**config.mk**
```make
export PLATFORM = sky130hd
export DESIGN_NAME = load_store_unit
export DESIGN_NICKNAME = d
export VERILOG_FILES = /design/src/rtl/load_store_unit.sv
export SDC_FILE = /design/constraint.sdc
export NUM_CORES = 1
export LEC_CHECK = 0
export ABC_AREA = 0
export CAP_MARGIN = 5
export CORE_MARGIN = 5
export CORE_UTILIZATION = 35
export CTS_CLUSTER_SIZE = 14
export DETAILED_ROUTE_END_ITERATION = 8
export DONT_BUFFER_PORTS = 1
export GPL_ROUTABILITY_DRIVEN = 0
export SYNTH_ARGS = -nofsm -noshare
export SYNTH_HDL_FRONTEND = slang
export SYNTH_SLANG_ARGS = --single-unit
```
**constraint.sdc**
```tcl
create_clock -name clk -period 4.25 [get_ports clk]
set_input_delay 0.85 -clock clk [delete_from_list [all_inputs] [get_ports clk]]
set_output_delay 0.85 -clock clk [all_outputs]
set_load 0.02 [all_outputs]
```
**src/rtl/load_store_unit.sv**
```systemverilog
// Load/store unit: takes one memory request at a time from the execute stage,
// drives a simple single-port memory bank, and returns a response. Stores
// return the written data; loads return the sampled read data.
// Optional feature macro: LSU_WRITE_VERIFY_EN. When it is defined, each store
// is read back after the write. A mismatch between the read-back value and the
// written data sets rsp_err.
module load_store_unit #(
  parameter int READ_WAIT = 1  // read strobe cycles before sampling, 1..3
) (
  input  logic       clk,
  input  logic       reset,
  input  logic       req_valid,
  output logic       req_ready,
  input  logic       req_we,
  input  logic [3:0] req_addr,
  input  logic [7:0] req_wdata,
  output logic       rsp_valid,
  input  logic       rsp_ready,
  output logic [7:0] rsp_rdata,
  output logic       rsp_err,
  input  logic [7:0] mem_data_out,
  output logic [7:0] mem_data_in,
  output logic [3:0] mem_addr_in,
  output logic [3:0] mem_addr_out,
  output logic       mem_r_w,
  output logic       mem_enable
);

`ifdef LSU_WRITE_VERIFY_EN
  typedef enum logic [2:0] {IDLE, WRITE, READ, VERIFY, RESP} state_t;
`else
  typedef enum logic [2:0] {IDLE, WRITE, READ, RESP} state_t;
`endif

  // Final value of the wait counter; the read data is sampled on that edge.
  localparam logic [1:0] LAST_WAIT = 2'(READ_WAIT - 1);

  state_t     state_q;
  logic [1:0] wait_q;
  logic       req_ready_q;
  logic       rsp_valid_q;
  logic [7:0] rsp_rdata_q;
  logic [7:0] mem_data_in_q;   // also serves as the latched store data
  logic [3:0] mem_addr_in_q;   // also serves as the latched store address
  logic [3:0] mem_addr_out_q;
  logic       mem_r_w_q;
  logic       mem_enable_q;
`ifdef LSU_WRITE_VERIFY_EN
  logic       rsp_err_q;
`endif

  // Request FSM with all outputs registered, so there are no combinational glitches toward memory.
  always_ff @(posedge clk or posedge reset) begin
    if (reset) begin
      state_q        <= IDLE;
      wait_q         <= 2'd0;
      req_ready_q    <= 1'b1;
      rsp_valid_q    <= 1'b0;
      rsp_rdata_q    <= 8'h00;
      mem_data_in_q  <= 8'h00;
      mem_addr_in_q  <= 4'h0;
      mem_addr_out_q <= 4'h0;
      mem_r_w_q      <= 1'b1;
      mem_enable_q   <= 1'b0;
`ifdef LSU_WRITE_VERIFY_EN
      rsp_err_q      <= 1'b0;
`endif
    end else begin
      case (state_q)
        IDLE: begin
          if (req_valid && req_ready_q) begin
            req_ready_q  <= 1'b0;
            mem_enable_q <= 1'b1;
`ifdef LSU_WRITE_VERIFY_EN
            rsp_err_q    <= 1'b0;
`endif
            if (req_we) begin
              // The write strobe is low only for the single WRITE cycle.
              state_q       <= WRITE;
              mem_r_w_q     <= 1'b0;
              mem_addr_in_q <= req_addr;
              mem_data_in_q <= req_wdata;
            end else begin
              state_q        <= READ;
              mem_addr_out_q <= req_addr;
              wait_q         <= 2'd0;
            end
          end
        end
        WRITE: begin
          mem_r_w_q <= 1'b1;
`ifdef LSU_WRITE_VERIFY_EN
          // Read the just-written location back. The enable stays high.
          state_q        <= VERIFY;
          mem_addr_out_q <= mem_addr_in_q;
          wait_q         <= 2'd0;
`else
          state_q      <= RESP;
          mem_enable_q <= 1'b0;
          rsp_valid_q  <= 1'b1;
          rsp_rdata_q  <= mem_data_in_q;
`endif
        end
        READ: begin
          if (wait_q == LAST_WAIT) begin
            state_q      <= RESP;
            mem_enable_q <= 1'b0;
            rsp_valid_q  <= 1'b1;
            rsp_rdata_q  <= mem_data_out;
          end else begin
            wait_q <= wait_q + 2'd1;
          end
        end
`ifdef LSU_WRITE_VERIFY_EN
        VERIFY: begin
          if (wait_q == LAST_WAIT) begin
            state_q      <= RESP;
            mem_enable_q <= 1'b0;
            rsp_valid_q  <= 1'b1;
            rsp_rdata_q  <= mem_data_in_q;
            rsp_err_q    <= (mem_data_out != mem_data_in_q);
          end else begin
            wait_q <= wait_q + 2'd1;
          end
        end
`endif
        RESP: begin
          if (rsp_ready) begin
            state_q     <= IDLE;
            rsp_valid_q <= 1'b0;
            req_ready_q <= 1'b1;
          end
        end
        default: begin
          state_q      <= IDLE;
          req_ready_q  <= 1'b1;
          rsp_valid_q  <= 1'b0;
          mem_enable_q <= 1'b0;
          mem_r_w_q    <= 1'b1;
        end
      endcase
    end
  end

  assign req_ready    = req_ready_q;
  assign rsp_valid    = rsp_valid_q;
  assign rsp_rdata    = rsp_rdata_q;
  assign mem_data_in  = mem_data_in_q;
  assign mem_addr_in  = mem_addr_in_q;
  assign mem_addr_out = mem_addr_out_q;
  assign mem_r_w      = mem_r_w_q;
  assign mem_enable   = mem_enable_q;
`ifdef LSU_WRITE_VERIFY_EN
  assign rsp_err      = rsp_err_q;
`else
  assign rsp_err      = 1'b0;
`endif

endmodule

```
==> flow_metrics.tcl, run 1 <==
set metrics [dict create \
    status "finished, final reports clean" \
    fp.dieW_microns 77.1 \
    dp_slack_ps 2260 \
    grt_max_degree 33 \
    worst-path-max-fanout 21 \
    cts-htree-levels 2 \
    path_class "register to register" \
    cts_tree "built" \
    wirelength_mm 3.52 \
    ys_top_cells_by_count "dfrtp_1 (30), mux2_2 (10), mux2_4 (10), inv_1 (9)" \
    ys_seq_area_frac 0.510 \
    grt_overflow 0 \
    clockRootBuffer "clkbuf_8" \
    r2r_setup_slack_ps 2260 \
    io_pins 54 \
    fp.dieH_microns 77.1 \
    relSlewSlack 0.598 \
    instances_no_fill 183 \
    leakagePower_nw 0.770 \
    cts_setup_buffers 0 \
    cts_resized 0 \
    finalHoldViolations 0 \
    place_hpwl_mm 2.61 \
    portBuffers 0 \
    synth_cells 128 \
    grt_usage 0.122 \
    dp_cells 175 \
    start_util 0.362 \
    drive_gt1_frac 0.244 \
    antenna_found_initial 0 \
    cp.arrival_ps 2160 \
    max_freq_ghz 0.503 \
    first_global_vias 1148 \
    drt_first_pass_iters 4 \
    synth_top_flop_cell "dfrtp_1" \
    syn_nets 159 \
    fin_area_sq_mm 0.00170 \
    tightest_slew_ps 603 \
    synthArstFlopShare 1.00 \
    fin_setup_tns_ps 0 \
    rows 24 \
    finalCritPeriodShare 0.468 \
    finalSetupViolations 0 \
    clock_latency_ps 280 \
    drt-wirelength-per-cell_microns 19.2 \
    ys_ff_latch 32 \
    ys_types 35 \
    drv_slew 0 \
    syn_avg_cell_area_sq_um 12.3 \
    post_dp_cell_area_sq_mm 0.00161 \
    clkTransAtPathRegs_ps 70 \
    yosys_warnings 0 \
    cts.sinks 32 \
    cts_buffers 5 \
    synth_most_common_cell "dfrtp_1" \
    synth-edff-count 0 \
    skew_ps 6.60 \
    end_kind "register" \
    dr_total_vias 1052 \
    synth_area_sq_mm 0.00158 \
    hp-class "input port to async pin" \
    rsz0062_at_grt "false" \
    drc 0 \
    hold_buffers 0 \
    vdd_drop_max_mv 0.382 \
    cap_violations 0 \
    power_w 0.00156 \
    crit_path_start_kind "register" \
    core_sq_mm 0.00435 \
    synth_top_area_cell "dfrtp_1" \
    area_growth_pct 8.18 \
    min_period_ps 1990 \
    antenna_left 0 \
    reg2reg_depth 5 \
    power_density_mw_per_mm2 917 \
    detail_route.iter0.violations 35 \
    synth.area.top_cells "dfrtp_1 (48%), mux2_4 (9.5%), mux2_2 (7.1%), ha_1 (4.8%), a2bb2oi_1 (4.4%)" \
    setup_slack_ps 2260 \
    clk_path_buf_depth 2 \
    critPathRequiredTime_ps 4420 \
    netlist.area_leader.share 0.477 \
    diodes 0 \
    vias_per_cell 5.75 \
    grt_pass1_wl_mm 5.79 \
    final_nets 161 \
    die_area_sq_mm 0.00594 \
]
-- state kept, by name (all words and copies together) (netlist names) --
name,cells
mem_data_in,8
rsp_rdata,8
mem_addr_in,4
mem_addr_out,4
state_q,2
wait_q,2
mem_enable,1
mem_r_w,1
req_ready,1
rsp_valid,1
-- worst max-delay path, stage by stage, from the launching register on --
cell      delay, ps
dfrtp_1         390
inv_1           100
ha_1            420
and2b_1         340
a211oi_2        240
mux2_2          380
-- layout by cell type, fill, tap and decap left out, types with 6 or more instances in the layout --
cell type,instances
nand3b_1,7
a2bb2oi_1,8
o21ai_0,8
ha_1,6
inv_1,9
clkbuf_8,6
mux2_2,10
mux2_4,10
dfrtp_1,30
-- cells by family (layout without fill, tap and decap cells) --
| logic type | count (synthesis) | in the layout | synth area share |
|---|---|---|---|
| buffers and inverters | 15 | 18 | 0.0429 |
| adder cells (fa/ha/maj) | 6 | 6 | 0.0477 |
| multiplexers | 20 | 20 | 0.167 |
| other | 1 | 1 | 0.00238 |
| AND/OR/NAND/NOR | 27 | 27 | 0.106 |
| flip-flops | 32 | 32 | 0.510 |
| AO/OA/AOI/OAI | 27 | 27 | 0.124 |
-- power by group --
part           total, W  internal, W  switching (W)  leakage, nW
clock network  0.000236     0.000132       0.000104       0.0455
registers      0.000758     0.000463       0.000296        0.380
logic          0.000569     0.000300       0.000269        0.345
-- path summary, 6_finish.rpt --
kind,startpoint,to
min reg2reg,wait_q[1],wait_q[1]
max reg2reg,state_q[0],state_q[1]
max in group asynchronous,reset,mem_r_w
max,state_q[0],state_q[1]
min,reset,mem_addr_in[3]
min in group clk,wait_q[1],wait_q[1]
-- metal layers --
metal / GRT usage / vias up / share of wire / wire length (microns)
met4: 0.0601 / 0 / 0.027 / 95
met2: 0.194 / 50 / 0.50 / 1750
li1: - / 465 / - / -
met5: 0 / - / 0 / 0
met1: 0.130 / 525 / 0.37 / 1310
met3: 0.0644 / 12 / 0.10 / 363
-- final cells by class --
cell class                      count  area, sq um
Clock buffer                        8         90.1
Fill cell                         400         2650
Multi-Input combinational cell     81          704
Timing Repair Buffer                1         7.51
Tap cell                           52         65.1
Inverter                            9         33.8
Sequential cell                    32          803
-- metrics by stage --
step                      utilization  hold slack [ps]
after floorplan                     -              498
after detailed placement        0.371              547
after global routing            0.391              582
after CTS                       0.391              538
final                           0.391              527
after global placement          0.371              519
(Power assumes the default switching activity.)
==> run 2, diff against run 1 <==
- clock period: 4.25 -> 1.72 ns (I/O delays scaled with it)
==> flow_metrics.tcl, run 2 (same netlist as run 1, synthesis figures left out) <==
set metrics [dict create \
    drive_gt1_frac 0.301 \
    use_met1 0.140 \
    reg2reg_depth 3 \
    leakagePower_nw 0.823 \
    crit_path_start_kind "register" \
    instances_no_fill 188 \
    drv_slew 0 \
    die_area_sq_mm 0.00594 \
    drc 0 \
    drt_first_pass_iters 4 \
    relSlewSlack 0.626 \
    p_comb_frac 0.371 \
    diodes 0 \
    detail_route.iter0.violations 44 \
    end_kind "register" \
    grt_util_met2 0.200 \
    fp.dieW_microns 77.1 \
    hold_ws_ps -4.37 \
    tightest_slew_ps 561 \
    critPathRequiredTime_ps 1880 \
    first_global_vias 1169 \
    fp.dieH_microns 77.1 \
    antenna_left 0 \
    clock_latency_ps 280 \
    switching_power_w 0.00173 \
    finalHoldViolations 8 \
    violations "hold timing" \
    p_int_w 0.00248 \
    wirelength_mm 3.73 \
    clkTransAtPathRegs_ps 70 \
    portBuffers 0 \
    clockRootBuffer "clkbuf_8" \
    fin_setup_tns_ps 0 \
    finalCritPeriodShare 0.958 \
    vdd_drop_max_mv 0.921 \
    max_freq_ghz 0.607 \
    skew_ps 8.71 \
    cts_tree "built" \
    status "finished, violations left" \
    pwr-share-seq 0.444 \
    power_density_mw_per_mm2 2310 \
    groute.layer.met3.usage 0.0468 \
    io_pins 54 \
    clk_path_buf_depth 2 \
    drt-wirelength-per-cell_microns 19.9 \
    start_util 0.362 \
    cts-htree-levels 2 \
    hp-class "input port to async pin" \
    clkPwrFrac 0.185 \
    cp.arrival_ps 1810 \
    rows 24 \
    path_class "register to register" \
    core_sq_mm 0.00435 \
    cts.sinks 32 \
    cap_violations 0 \
    grt_usage 0.124 \
    finalSetupViolations 0 \
    top_usage_layer "met2" \
    swShare 0.412 \
    final_common_cell "dfrtp_1" \
    final_nets 166 \
    final_cell_mix "dfrtp_1 (30), mux2_2 (10), mux2_4 (10)" \
    worst-path-max-fanout 6 \
    grt_overflow 0 \
    antenna_found_initial 0 \
    area_growth_pct 15.6 \
    place_hpwl_mm 2.80 \
    grt_max_degree 21 \
    dp_cells 180 \
    grt_pass1_wl_mm 5.82 \
    vias_per_cell 5.62 \
    cts_buffers 5 \
    hold_buffers 0 \
    min_period_ps 1650 \
    dr_total_vias 1057 \
    rsz0062_at_grt "false" \
]
## run 2: area by class of cell
cell class / count / area (sq um)
Clock buffer: 7 / 96.3
Sequential cell: 32 / 803
Tap cell: 52 / 65.1
Inverter: 9 / 33.8
Fill cell: 390 / 2530
Multi-Input combinational cell: 81 / 722
Clock inverter: 1 / 30.0
Timing Repair Buffer: 6 / 70.1
## run 2: path summary, 6_finish.rpt
kind                       slack (ps)             end          from
setup / recovery                   70      state_q[1]     req_ready
hold / removal                     -4       wait_q[0]         reset
setup reg to reg                   70      state_q[1]     req_ready
hold reg to reg                   560       wait_q[1]     wait_q[1]
max in group asynchronous        1220    rsp_rdata[6]         reset
min in group clk                  200  mem_data_in[3]  req_wdata[3]
## run 2: per-stage QoR
stage / hold slack (ps) / util / total power [W] / cell area (sq um) / setup slack, ps
2_1_floorplan: 459 / - / 0.00297 / 1580 / 159
6_report: -4.37 / 0.418 / 0.00421 / 1820 / 71.8
5_1_grt: 25.5 / 0.418 / 0.00444 / 1820 / 23.5
3_5_place_dp: 318 / 0.385 / 0.00341 / 1680 / 29.5
4_1_cts: 7.70 / 0.414 / 0.00420 / 1800 / 29.5
3_3_place_gp: 307 / 0.385 / 0.00332 / 1680 / 130
## run 2: what timing repair did
action | CTS | global route
setup endpoints to repair | 0 | 8
resized for setup | 0 | 5
buffers inserted | 0 | 0
## run 2: power groups by stage
stage	clock, W	combinational, W	sequential [W]
final	0.000781	0.00156	0.00187
after detailed placement	0	0.00152	0.00189
after CTS	0.000796	0.00153	0.00188
after global routing	0.000827	0.00170	0.00192
after floorplan	0	0.00120	0.00177
after global placement	0	0.00145	0.00187
## run 2: worst max-delay path, cell delays in order (launching register included)
cell and delay, ps:
dfstp_2 650, nand2_1 190, a211oi_4 320, mux2_2 370
## run 2: routing by layer
metal	up-vias	routed length, microns
met2	42	1880
met3	11	266
met5	-	0
met4	0	89
li1	476	-
met1	528	1490
